===== src/rtl/cu_seq.sv =====
// cu_seq: fetch/decode/execute sequencer for a small control unit.
// Each handshake (fetch, ALU, push, pop) is a level request that is held
// until its done/valid arrives, guarded by a common timeout counter.
//
// state     | meaning
// ----------+------------------------------------------------------
// FETCH     | fetch_req high until instr_valid, instruction latched
// DECODE    | one cycle: sample flags, update pc or dispatch
// EXEC_ALU  | alu_enable high until alu_done, then pc+1
// EXEC_PUSH | push_req high until push_done (CALL / PUSH)
// EXEC_POP  | pop_req high until pop_done (RET / POP)
// HALT      | halted, no requests, left only by reset
// ERROR     | handshake timed out, pc frozen, left only by reset
module cu_seq #(
  parameter int WIDTH = 16,
  parameter int OPW   = 6,
  parameter int TMO   = 255
) (
  input  logic             clk,
  input  logic             rst_b,
  input  logic [WIDTH-1:0] instr,
  input  logic             instr_valid,
  output logic             fetch_req,
  output logic [WIDTH-1:0] pc,
  input  logic             fl_zero,
  input  logic             fl_negative,
  input  logic             fl_carry,
  input  logic             fl_overflow,
  output logic             alu_enable,
  output logic [OPW-1:0]   opcode,
  input  logic             alu_done,
  output logic             push_req,
  output logic [WIDTH-1:0] push_data,
  input  logic             push_done,
  output logic             pop_req,
  input  logic [WIDTH-1:0] pop_data,
  input  logic             pop_done,
  output logic             halted,
  output logic             error
);

  typedef enum logic [2:0] {
    FETCH, DECODE, EXEC_ALU, EXEC_PUSH, EXEC_POP, HALT, ERROR
  } state_t;

  localparam int CW = 16;
  localparam logic [CW-1:0] TMO_LAST = CW'(TMO - 1);

  state_t           state_q, state_d;
  logic [WIDTH-1:0] pc_q, pc_d;
  logic [WIDTH-1:0] instr_q, instr_d;
  logic [WIDTH-1:0] push_data_q, push_data_d;
  logic [CW-1:0]    cnt_q, cnt_d;
  // Low during reset and for the first edge after it, so fetch_req only
  // rises on the first clock edge following reset release.
  logic             run_q;

  logic [OPW-1:0]   op;
  logic [WIDTH-1:0] imm;
  logic [WIDTH-1:0] pc_inc;
  logic             waiting;

  assign op     = instr_q[WIDTH-1 -: OPW];
  assign imm    = WIDTH'(instr_q[WIDTH-OPW-1:0]);
  assign pc_inc = pc_q + WIDTH'(1);

  // State, pc, latched instruction, push data and timeout counter registers
  always_ff @(posedge clk or posedge rst_b) begin
    if (rst_b) begin
      state_q     <= FETCH;
      pc_q        <= '0;
      instr_q     <= '0;
      push_data_q <= '0;
      cnt_q       <= '0;
      run_q       <= 1'b0;
    end else begin
      state_q     <= state_d;
      pc_q        <= pc_d;
      instr_q     <= instr_d;
      push_data_q <= push_data_d;
      cnt_q       <= cnt_d;
      run_q       <= 1'b1;
    end
  end

  // Next-state, pc update and timeout logic
  always_comb begin
    state_d     = state_q;
    pc_d        = pc_q;
    instr_d     = instr_q;
    push_data_d = push_data_q;
    cnt_d       = cnt_q;
    waiting     = 1'b0;

    case (state_q)
      FETCH: begin
        if (run_q) begin
          if (instr_valid) begin
            instr_d = instr;
            state_d = DECODE;
          end else begin
            waiting = 1'b1;
          end
        end
      end
      DECODE: begin
        if (op >= OPW'(16)) begin
          state_d = EXEC_ALU;
        end else begin
          state_d = FETCH;
          pc_d    = pc_inc;
          case (op)
            OPW'(1): begin
              state_d = HALT;
              pc_d    = pc_q;
            end
            OPW'(2): if (fl_zero)     pc_d = imm;
            OPW'(3): if (fl_negative) pc_d = imm;
            OPW'(4): if (fl_carry)    pc_d = imm;
            OPW'(5): if (fl_overflow) pc_d = imm;
            OPW'(6): pc_d = imm;
            OPW'(7): begin
              pc_d        = pc_q;
              push_data_d = pc_inc;
              state_d     = EXEC_PUSH;
            end
            OPW'(8): begin
              pc_d    = pc_q;
              state_d = EXEC_POP;
            end
            OPW'(9): begin
              pc_d        = pc_q;
              push_data_d = imm;
              state_d     = EXEC_PUSH;
            end
            OPW'(10): begin
              pc_d    = pc_q;
              state_d = EXEC_POP;
            end
            default: ;
          endcase
        end
      end
      EXEC_ALU: begin
        if (alu_done) begin
          pc_d    = pc_inc;
          state_d = FETCH;
        end else begin
          waiting = 1'b1;
        end
      end
      EXEC_PUSH: begin
        if (push_done) begin
          pc_d    = (op == OPW'(7)) ? imm : pc_inc;
          state_d = FETCH;
        end else begin
          waiting = 1'b1;
        end
      end
      EXEC_POP: begin
        if (pop_done) begin
          pc_d    = (op == OPW'(8)) ? pop_data : pc_inc;
          state_d = FETCH;
        end else begin
          waiting = 1'b1;
        end
      end
      default: ;
    endcase

    // A done arriving on the last allowed cycle takes the branch above,
    // so it always beats the timeout.
    if (waiting) begin
      if (cnt_q == TMO_LAST) state_d = ERROR;
      else                   cnt_d   = cnt_q + CW'(1);
    end

    if (state_d != state_q) cnt_d = '0;
  end

  assign fetch_req  = (state_q == FETCH) && run_q;
  assign alu_enable = (state_q == EXEC_ALU);
  assign push_req   = (state_q == EXEC_PUSH);
  assign pop_req    = (state_q == EXEC_POP);
  assign halted     = (state_q == HALT);
  assign error      = (state_q == ERROR);
  assign pc         = pc_q;
  assign opcode     = op;
  assign push_data  = push_data_q;

endmodule


===== config.mk =====
export PLATFORM = sky130hd
export DESIGN_NAME = cu_seq
export DESIGN_NICKNAME = d
export VERILOG_FILES = /design/src/rtl/cu_seq.sv
export SDC_FILE = /design/constraint.sdc
export NUM_CORES = 1
export LEC_CHECK = 0
export CAP_MARGIN = 20
export CORE_UTILIZATION = 57
export CTS_BUF_LIST = sky130_fd_sc_hd__clkbuf_2
export DETAILED_ROUTE_END_ITERATION = 6
export GPL_TIMING_DRIVEN = 0
export PLACE_DENSITY = 0.93
export SETUP_SLACK_MARGIN = 0.02
export SYNTH_ARGS = -nofsm -noshare
export SYNTH_HDL_FRONTEND = slang
export SYNTH_SLANG_ARGS = --single-unit

===== constraint.sdc =====
create_clock -name clk -period 3.38 [get_ports clk]
set_clock_uncertainty 0.15 [all_clocks]
set_input_delay 0.676 -clock clk [delete_from_list [all_inputs] [get_ports clk]]
set_output_delay 0.676 -clock clk [all_outputs]
set_load 0.1 [all_outputs]

== Yosys cells after proc, flatten, opt, wreduce, memory -nomap -nowiden ==
Index checks and enable logic that the tools add are counted.

* Bits in registers: 68
* Bits of input ports: 42
* Output and inout bits: 44
* Word-level logic and storage cells: 78

* $add $sub $neg: 2
* Order comparisons: 1
* Equal/unequal tests: 24
* Mux-type cells: 32
* Bitwise gates (word level): 1
* Reductions and logical operators: 12

{| class="wikitable"
|+ Operators by type and width
! operator !! number
|-
| two-way mux 16 bit || 13
|-
| one-hot mux 16 bit (6 select lines) || 1
|-
| one-hot mux 16 bit (4 select lines) || 1
|-
| adder 16 x 1 -> 16 bit (second input constant) || 2
|-
| one-hot mux 16 bit (2 select lines) || 1
|-
| equality test 6 x 3 -> 1 bit (second input constant) || 4
|-
| two-way mux 3 bit || 8
|-
| equality test 6 x 4 -> 1 bit (second input constant) || 3
|-
| equality test 16 x 8 -> 1 bit (second input constant) || 1
|-
| one-hot mux 3 bit (5 select lines) || 1
|-
| equality test 6 x 2 -> 1 bit (second input constant) || 2
|-
| equality test 3 bit (second input constant) || 3
|-
| one-hot mux 3 bit (3 select lines) || 1
|-
| inequality test 2 x 1 -> 1 bit (second input constant) || 4
|-
| equality test 3 x 2 -> 1 bit (second input constant) || 2
|-
| equality test 6 x 1 -> 1 bit (second input constant) || 1
|-
| >= comparator 6 x 5 -> 1 bit (second input constant) || 1
|-
| AND reduction 3 bit || 2
|-
| AND reduction 6 bit || 1
|-
| two-way mux 1 bit || 5
|-
| OR reduction 5 bit || 1
|-
| inequality test 2 bit (second input constant) || 2
|-
| one-hot mux 1 bit (4 select lines) || 1
|-
| nonzero test 2 bit || 2
|-
| other kinds (8) || 9
|}

== Longest topological paths before layout ==
Gate-level depths: netlist of run 1.

* Word-level depth: 10
* Depth in mapped cells: 9
* Depth with buffers taken out: 7

== Worst setup path before layout of run 1 ==
No wires, ideal clock.

* Path kind: register to register
* Start point: register state_q[0]
* End point: register instr_q[15]
* Setup time: 0.125 ns
* Data arrival time: 4.927 ns
* Required time: 3.105 ns
* Path slack: -1.822 ns
* Stages on the path, launching flop included: 7
* Clock period less this slack: 5.202 ns
* Cell sequence: dfrtp_1 -> buf_2 -> nor4b_1 -> and2_1 -> buf_2 -> buf_2 -> mux2_2

* Word-level cells in the longest chain between the ends: 2

{| class="wikitable"
|+ Ends and longest elaborated chain
! what !! RTL line !! text
|-
| start, declared || 49 || <nowiki>state_t state_q, state_d;</nowiki>
|-
| start signal, assigned || 77 || <nowiki>state_q <= state_d;</nowiki>
|-
| zero test 3 bit || 95 || <nowiki>case (state_q)</nowiki>
|-
| AND reduction 3 bit (no source line) || -- ||
|-
| end signal, assigned || 79 || <nowiki>instr_q <= instr_d;</nowiki>
|-
| end, declared || 51 || <nowiki>logic [WIDTH-1:0] instr_q, instr_d;</nowiki>
|}

No other way between the ends.
A chain may end at the register's enable or synchronous reset.

== Final worst setup path of run 1 ==
* Start point: register state_q[0]
* End point: output fetch_req

* Word-level cells in the longest chain between the ends: 2

{| class="wikitable"
|+ Ends and longest elaborated chain
! what !! RTL line !! text
|-
| zero test 3 bit || 181 || <nowiki>assign fetch_req = (state_q == FETCH) && run_q;</nowiki>
|-
| logical AND 1 bit || 181 ||
|-
| end, declared || 23 || <nowiki>output logic fetch_req,</nowiki>
|}

No other way between the ends.

==> results.yml, run 1 <==
run_status:
  status: "finished, final reports clean"
critical_path:
  path_buf_inv: 2
  slowest_stage: "dlygate4sd2_1"
  end_kind: "output pin"
  crit_required_ns: 2.55
  setup.worst_path.class: "reg -> out"
  crit_chain: "buf_2, nor4b_4, dlygate4sd2_1"
  worst-path-stages: 3
  cpPeakStageDelay_ns: 0.89
  crit_family: "buffers and inverters"
  startpoint_type: "flip-flop"
  crit_fanout: 10
  r2r.worst_path.cells: 7
  critPathArrivalTime_ns: 2.38
clock_network:
  clk-insertion-delay-late_ns: 0.53
  post_cts_buffers: 0
  cts.clk_slew.worst_paths_ns: 0.19
  clockRootBuffer: "clkbuf_2"
  clockBufferDepth: 2
  htreeDepth: 3
  hold_buffers: 0
  cts_tree: "done"
  cts_sinks: 68
  numCtsBuffers: 9
grt:
  grt_overflow: 0
  grt_usage_pct: 31.9
  grt_pass1_wl_um: 18400
  grt_max_degree: 40
  grt_pass1_vias: 3857
  antenna_found_initial: 0
power_and_ir_drop:
  p_sw_mw: 2.78
  pwr_density_cell_mw_per_mm2: 967
  max-vdd-ir-drop_mv: 0.635
  total_power_mw: 5.08
  p_int_mw: 2.30
  seqPwrFrac_pct: 25.9
  combPwrFrac_pct: 61.5
  p_leak_nw: 2.17
  clkPwrFrac_pct: 12.5
  switching_share_pct: 54.8
synthesis:
  post-synth-top-area-cell: "dfrtp_1"
  yosysWarnings: 0
  yosysMostFrequentCell: "dfrtp_1"
  netlist_instances: 456
  ys_ff_latch: 68
  synth_area_mm2: 0.00411
  synth_common_cells: "dfrtp_1 (68), nand2_1 (61), nor2_1 (41), o21ai_0 (37), xnor2_1 (20)"
  syn_area_per_cell_um2: 9.01
  synthDistinctLibCells: 65
  seq_area_frac_synth_pct: 41.4
  synthTopCellsByArea: "dfrtp_1 (41%), nand2_1 (5.6%), o21ai_0 (4.5%)"
  ys.flop_type: "dfrtp_1"
  synth-edff-count: 0
  synth_top_area_share_pct: 41.4
  synth_fp_nets: 501
  synthArstFlopShare_pct: 100
floorplanning:
  fp-row-count: 30
  die_height_um: 86.9
  dieArea_mm2: 0.00755
  die_w_um: 86.9
  core_area_mm2: 0.00687
  io_pins: 86
  start_util_pct: 59.8
finish:
  n_antenna_cell: 0
  syn_to_final_growth_pct: 27.9
  final_layout_size_suffix_gt1_share_pct: 12.0
  fin_nets: 598
  fillers: 459
  multiInputGateArea_mm2: 0.00223
  ff_latch_area_mm2: 0.00170
  final_util_pct: 76.6
route:
  viasPerCell: 6.14
  ant_nets: 0
  drt_first_pass_iters: 5
  via_count: 4015
  wl_per_cell_um: 17.1
  drc: 0
  wl_um: 11200
  drt_iter0_markers: 362
hold_path:
  hold_path_class: "reg -> reg"
  hold_depth: 2
timing:
  hold_ws_ns: 0.355
  finalSetupViolations: 0
  fin_crit_sh_pct: 94.8
  tightestPinTransition_ns: 0.982
  post-route-min-period_ns: 3.20
  rsz0062_at_grt: "false"
  finalMaxSlewViolations: 0
  hold_viol_final: 0
  fmax_mhz: 312
  relSlewSlack_pct: 34.3
placement:
  gp_congestion: 0.915
  dp_hpwl_um: 8310
  portBuffers: 85
run:
  drv_cap: 0
-- metal layers --
layer / share of wire, % / vias to the layer above / track usage (%) / wire length, µm
li1: - / 1831 / - / -
met1: 41 / 1898 / 41.8 / 4580
met2: 49 / 258 / 52.0 / 5440
met3: 9.0 / 28 / 6.82 / 1000
met4: 1.6 / 0 / 12.4 / 179
met5: 0 / - / 0 / 0
-- tightest hold or removal path, stage by stage, from the launching register on --
cell and delay, ns:
dfrtp_1 0.38, nand2_1 0.05, o21ai_0 0.06
-- layout by cell type (no fill, tap or decap), drive strengths merged, types with 10 or more instances in the layout --
cell | synthesis | final
inv | 10 | 10
mux2 | 15 | 15
clkdlybuf4s50 | 0 | 79
o21ai | 40 | 40
nand3 | 16 | 16
buf | 16 | 17
dfrtp | 68 | 68
xnor2 | 20 | 20
nor3 | 16 | 16
nand2 | 61 | 61
nor2 | 41 | 41
clkbuf | 12 | 26
-- worst paths after layout --
kind | from | slack [ns] | end
max in group asynchronous | rst_b | 2.06 | pc[4]
hold / removal | push_data[5] | 0.35 | push_data[5]
hold reg to reg | push_data[5] | 0.35 | push_data[5]
min in group asynchronous | rst_b | 0.37 | instr_q[13]
setup / recovery | state_q[0] | 0.18 | fetch_req
setup reg to reg | state_q[1] | 0.68 | pc[8]
-- timing repair --
action,CTS,global route
cloned,0,0
resized for setup,9,7
hold endpoints to repair,0,0
endpoints found under the setup margin,6,4
-- registers in the layout, summed over array words and instances (netlist names) --
signal	cells
cnt_q	16
instr_q	16
pc	16
push_data	16
state_q	3
run_q	1
-- area by class of cell --
type | instances | share of cell area [%]
sequential | 68 | 32.4
clock inverter | 6 | 2.14
clock buffer | 10 | 0.952
multi-input combinational | 349 | 42.5
buffer | 28 | 2.83
inverter | 11 | 0.785
timing repair buffer | 86 | 16.2
tap | 96 | 2.28
-- power by group through the flow --
| stage | Sequential [mW] | Combinational [mW] | Clock (mW) |
|---|---|---|---|
| after floorplan | 2.09 | 1.59 | 0 |
| after global placement | 1.31 | 3.03 | 0 |
| after detailed placement | 1.33 | 3.10 | 0 |
| after CTS | 1.31 | 3.10 | 0.638 |
| after global routing | 1.35 | 3.31 | 0.674 |
| final | 1.32 | 3.13 | 0.637 |
-- logic make-up (layout without fill, tap and decap cells) --
logic type	after synthesis	after routing	synth area share, %
AOI/OAI and AO/OA	104	104	18.4
xor gates and xnor gates	29	29	6.18
adders and majority gates	3	3	0.913
buffers and inverters	39	141	4.63
DFF	68	68	41.4
muxes	22	22	5.81
other	1	1	0.0912
and+or+nand+nor	190	190	22.6
-- stage by stage --
| stage | instance area [µm²] | worst slack, ns | TNS (ns) | cells |
|---|---|---|---|---|
| after floorplan | 4130 | 0.400 | 0 | 456 |
| after global placement | 5100 | -0.254 | -17.12 | 637 |
| after detailed placement | 5120 | 0.256 | 0 | 638 |
| after CTS | 5280 | 0.0286 | 0 | 654 |
| after global routing | 5260 | 0.119 | 0 | 654 |
| final | 5260 | 0.176 | 0 | 654 |
No activity file was read; power rests on OpenSTA's default activity.
==> inputs of run 2 (changes only) <==
Settings changed: GPL_ROUTABILITY_DRIVEN set to 0.
==> run 2 against run 1 <==
Compared with the run above: setup slack better by 0.021 ns; die area did not move; sequential power hardly changed; clock power shrank 25%; register-to-register slack improved by 0.04 ns; sequential share of layout area is 0.40 points higher; via count grew 0.95%; non-clock buffer count shrank 1; critical endpoint is now opcode[3]; highest routed layer unchanged.
==> results.yml, run 2 (synthesized netlist as in run 1, its figures left out) <==
timing:
  post-route-min-period_ns: 3.18
  finalSetupTns_ns: 0
  tightestPinTransition_ns: 0.979
  relSlewSlack_pct: 34.5
  hold_viol_final: 0
  fmax_mhz: 314
  finalSetupViolations: 0
  finalMaxSlewViolations: 0
  rsz0062_at_grt: "false"
  fin_crit_sh_pct: 94.2
floorplanning:
  core_area_mm2: 0.00687
  fp-row-count: 30
  dieArea_mm2: 0.00755
  io_pins: 86
  die_w_um: 86.9
  start_util_pct: 59.8
  die_height_um: 86.9
power_and_ir_drop:
  combPwrFrac_pct: 63.3
  seqPwrFrac_pct: 26.9
  clkPwrFrac_pct: 9.7
  p_sw_mw: 2.79
  p_leak_nw: 2.14
  max-vdd-ir-drop_mv: 0.737
  pwr_density_cell_mw_per_mm2: 949
  p_int_mw: 2.14
  switching_share_pct: 56.5
grt:
  grt_usage_pct: 32.0
  use_met3_pct: 5.12
  grt_max_degree: 69
  met1_usage_pct: 41.6
  met2_usage_pct: 52.5
  grt_pass1_vias: 3855
  top_usage_layer: "met2"
  grt_pass1_wl_um: 18600
  antenna_found_initial: 0
  grt_overflow: 0
clock_network:
  cts_tree: "done"
  clockRootBuffer: "clkbuf_2"
  htreeDepth: 3
  clockBufferDepth: 2
  hold_buffers: 0
  numCtsBuffers: 9
  cts_sinks: 68
  clk-insertion-delay-late_ns: 0.53
  cts.clk_slew.worst_paths_ns: 0.21
placement:
  dp_hpwl_um: 8290
  portBuffers: 85
route:
  drc: 0
  via_count: 4053
  drt_first_pass_iters: 5
  ant_nets: 0
  wl_um: 11200
  wl_per_cell_um: 17.2
  viasPerCell: 6.22
  drt_iter0_markers: 428
critical_path:
  r2r_setup_slack_ns: 0.72
  crit_required_ns: 2.55
  slowest_stage: "clkdlybuf4s50_1"
  startpoint_type: "flip-flop"
  cpPeakStageDelay_ns: 1.12
  critPathArrivalTime_ns: 2.36
  setup.worst_path.class: "reg -> out"
  crit_chain: "buf_4, clkdlybuf4s50_1"
  crit_fanout: 10
  end_kind: "output pin"
finish:
  syn_to_final_growth_pct: 26.4
  fillers: 489
  fin_nets: 597
  mostFrequentLayoutCell: "clkdlybuf4s50_1"
  final_util_pct: 75.6
  multiInputGateArea_mm2: 0.00223
  layout_common_cells: "clkdlybuf4s50_1 (79), dfrtp_1 (68), nand2_1 (61)"
  n_antenna_cell: 0
  final_layout_size_suffix_gt1_share_pct: 11.7
  ff_latch_area_mm2: 0.00170
hold_path:
  hold_path_class: "reg -> reg"
run:
  drv_cap: 0
run_status:
  status: "finished, final reports clean"
run 2: cell types whose count changed in the layout (fill, tap and decap cells not counted), sizes merged:
cell	delta
bufinv	-2
clkbuf	-2
buf	-1
clkdlybuf4s15	+1
clkinvlp	+1
inv	+1
run 2: critical path, delay by kind of cell (launching register included):
kind,cells,cell delay (ns)
flops,1,0.55
buf+inv,2,1.28
run 2: cell type report:
class,count,area share (%)
Sequential cell,68,32.8
Timing Repair Buffer,85,16.1
Tap cell,96,2.31
Clock buffer,9,0.867
Inverter,11,0.843
Buffer,28,2.87
Clock inverter,6,1.25
Multi-Input combinational cell,349,43.0
run 2: worst paths after layout:
path                                end  cells after the start          from
max                           opcode[3]                      2   instr_q[13]
min                        push_data[5]                      2  push_data[5]
max reg2reg                      pc[10]                      6   instr_q[15]
min reg2reg                push_data[5]                      2  push_data[5]
max in group asynchronous   instr_q[10]                      2         rst_b
min in group asynchronous        pc[11]                      2         rst_b
run 2: power groups by stage:
stage	Combinational (mW)	Clock, mW	Sequential (mW)
2_1_floorplan	1.59	0	2.09
3_3_place_gp	3.02	0	1.32
3_5_place_dp	3.09	0	1.34
4_1_cts	3.09	0.481	1.32
5_1_grt	3.29	0.524	1.37
6_report	3.12	0.478	1.33
run 2: metal layers:
metal | vias up | part of all wire [%]
met3 | 47 | 8.3
met1 | 1931 | 40
met4 | 0 | 3.2
li1 | 1829 | -
met2 | 246 | 48
met5 | - | 0
run 2: what timing repair did:
item                                    CTS  global route
buffers inserted                          0             0
gates cloned                              0             0
endpoints found under the setup margin    6             3
gates resized for setup                  10             6
run 2: through the flow:
stage,cells,setup slack (ns),cell area [µm²],power [mW],hold slack [ns]
final,652,0.196,5190,4.93,0.356
after floorplan,456,0.400,4130,3.67,0.348
after global placement,637,-0.280,5100,4.33,0.311
after global routing,652,0.101,5190,5.18,0.395
after detailed placement,637,0.253,5100,4.43,0.320
after CTS,652,0.0399,5210,4.89,0.358
==> inputs of run 3 (changes only) <==
Settings changed: SETUP_SLACK_MARGIN 0.02 to 0.2, SLEW_MARGIN set to 10.
==> run 3 against run 2 <==
Compared with the run above: the run now ends with DRC left; final cell count grew 0.15%; critical path depth up 1; combinational power hardly changed; die area is the same; global-route usage rose by 0.29 points; sequential share of layout area shrank 0.20 points; design area grew 0.60%; non-clock buffer count is 1 higher; first-iteration DRC count shrank 4.4%; critical path type unchanged.
==> results.yml, run 3 (synthesized netlist as in run 1, its figures left out) <==
timing:
  hold_viol_final: 0
  fmax_mhz: 319
  finalSetupViolations: 0
  fin_crit_sh_pct: 92.6
  relSlewSlack_pct: 34.5
  tightestPinTransition_ns: 0.979
  post-route-min-period_ns: 3.13
  finalMaxSlewViolations: 0
  rsz0062_at_grt: "false"
critical_path:
  cpPeakStageDelay_ns: 0.58
  startpoint_type: "flip-flop"
  crit_chain: "or3b_4, clkinv_1, clkdlybuf4s18_2"
  path_buf_inv: 2
  crit_fanout: 10
  crit_family: "buffers and inverters"
  critPathArrivalTime_ns: 2.30
  crit_required_ns: 2.55
  slowest_stage: "clkdlybuf4s18_2"
  setup.worst_path.class: "reg -> out"
  end_kind: "output pin"
grt:
  grt_pass1_wl_um: 18700
  grt_pass1_vias: 3898
  grt_usage_pct: 32.3
  grt_overflow: 0
  antenna_found_initial: 0
  grt_max_degree: 40
finish:
  layoutNonFillerInstCount: 653
  fillers: 496
  layout_common_cells: "clkdlybuf4s50_1 (76), dfrtp_1 (68), nand2_1 (61)"
  fin_area_mm2: 0.00523
  multiInputGateArea_mm2: 0.00223
  final_layout_size_suffix_gt1_share_pct: 12.0
  mostFrequentLayoutCell: "clkdlybuf4s50_1"
  final_util_pct: 76.1
  syn_to_final_growth_pct: 27.2
  fin_nets: 598
  ff_latch_area_mm2: 0.00170
  n_antenna_cell: 0
power_and_ir_drop:
  seqPwrFrac_pct: 26.9
  pwr_density_cell_mw_per_mm2: 945
  max-vdd-ir-drop_mv: 0.743
  combPwrFrac_pct: 63.3
  clkPwrFrac_pct: 9.8
  switching_share_pct: 56.6
  p_int_mw: 2.14
  p_sw_mw: 2.80
  p_leak_nw: 2.17
  total_power_mw: 4.94
route:
  ant_nets: 0
  drt_iter0_markers: 409
  route.met2.wl_um: 5490
  viasPerCell: 6.21
  via_count: 4054
  wl_um: 11400
  drc: 2
  wl_met3_um: 1050
  drt-met1-wl_um: 4520
  drt_first_pass_iters: 7
  wl_per_cell_um: 17.4
  top_layer_used: "met4"
run_status:
  violations: "DRC"
  status: "finished with violations"
clock_network:
  clockRootBuffer: "clkbuf_2"
  clk-insertion-delay-late_ns: 0.53
  numCtsBuffers: 9
  cts_sinks: 68
  clockBufferDepth: 2
  cts.clk_slew.worst_paths_ns: 0.21
  hold_buffers: 0
  cts_tree: "done"
  htreeDepth: 3
floorplanning:
  core_area_mm2: 0.00687
  dieArea_mm2: 0.00755
  io_pins: 86
  die_height_um: 86.9
  die_w_um: 86.9
  start_util_pct: 59.8
  fp-row-count: 30
hold_path:
  hold_path_class: "in -> async"
placement:
  dp_hpwl_um: 8500
  dp.cells: 638
  placedInstanceArea_mm2: 0.00512
  portBuffers: 85
run:
  drv_cap: 0
run 3: power groups by stage:
stage	Sequential, mW	Combinational, mW	Clock, mW
final	1.33	3.13	0.485
after global placement	1.32	3.02	0
after CTS	1.32	3.10	0.485
after floorplan	2.09	1.59	0
after detailed placement	1.33	3.10	0
after global routing	1.36	3.30	0.522
run 3: worst paths after layout:
path / start / end / slack [ns] / cells past startpoint
hold / removal: rst_b / pc[13] / 0.32 / 2
hold reg to reg: push_data[2] / push_data[2] / 0.35 / 2
min in group clk: push_data[2] / push_data[2] / 0.35 / 2
setup reg to reg: state_q[1] / pc[12] / 0.69 / 6
max in group asynchronous: rst_b / pc[4] / 2.22 / 3
setup / recovery: state_q[1] / pop_req / 0.25 / 3
run 3: cell type report:
class / instances / area share, %
multi-input combinational: 349 / 42.7
clock buffer: 9 / 0.862
clock inverter: 6 / 1.24
tap: 96 / 2.30
buffer: 28 / 2.85
timing repair buffer: 86 / 16.6
sequential: 68 / 32.6
inverter: 11 / 0.838
run 3: what timing repair did:
action,in CTS,in global routing
gates resized for setup,19,7
endpoints found under the setup margin,7,5
buffers inserted,0,0
run 3: routing by layer:
metal  global-route usage (%)  up-vias
met5                        0        -
met4                     12.6        0
met3                     6.82       33
met2                     53.9      228
met1                     41.2     1966
li1                         -     1827
run 3: worst register-to-register path, cell delays in order (launching register included):
cell and delay [ns]:
dfrtp_1 0.53, or3b_4 0.46, clkinv_1 0.21, nor2_1 0.13
a221oi_1 0.77, a32oi_1 0.20, o2bb2ai_1 0.20
run 3: through the flow:
step	hold slack, ns	setup WS, ns	TNS [ns]
floorplan	0.348	0.400	0
global placement	0.311	-0.280	-18.90
detailed placement	0.320	0.251	0
CTS	0.305	0.205	0
global route	0.323	0.200	0
finish	0.322	0.250	0
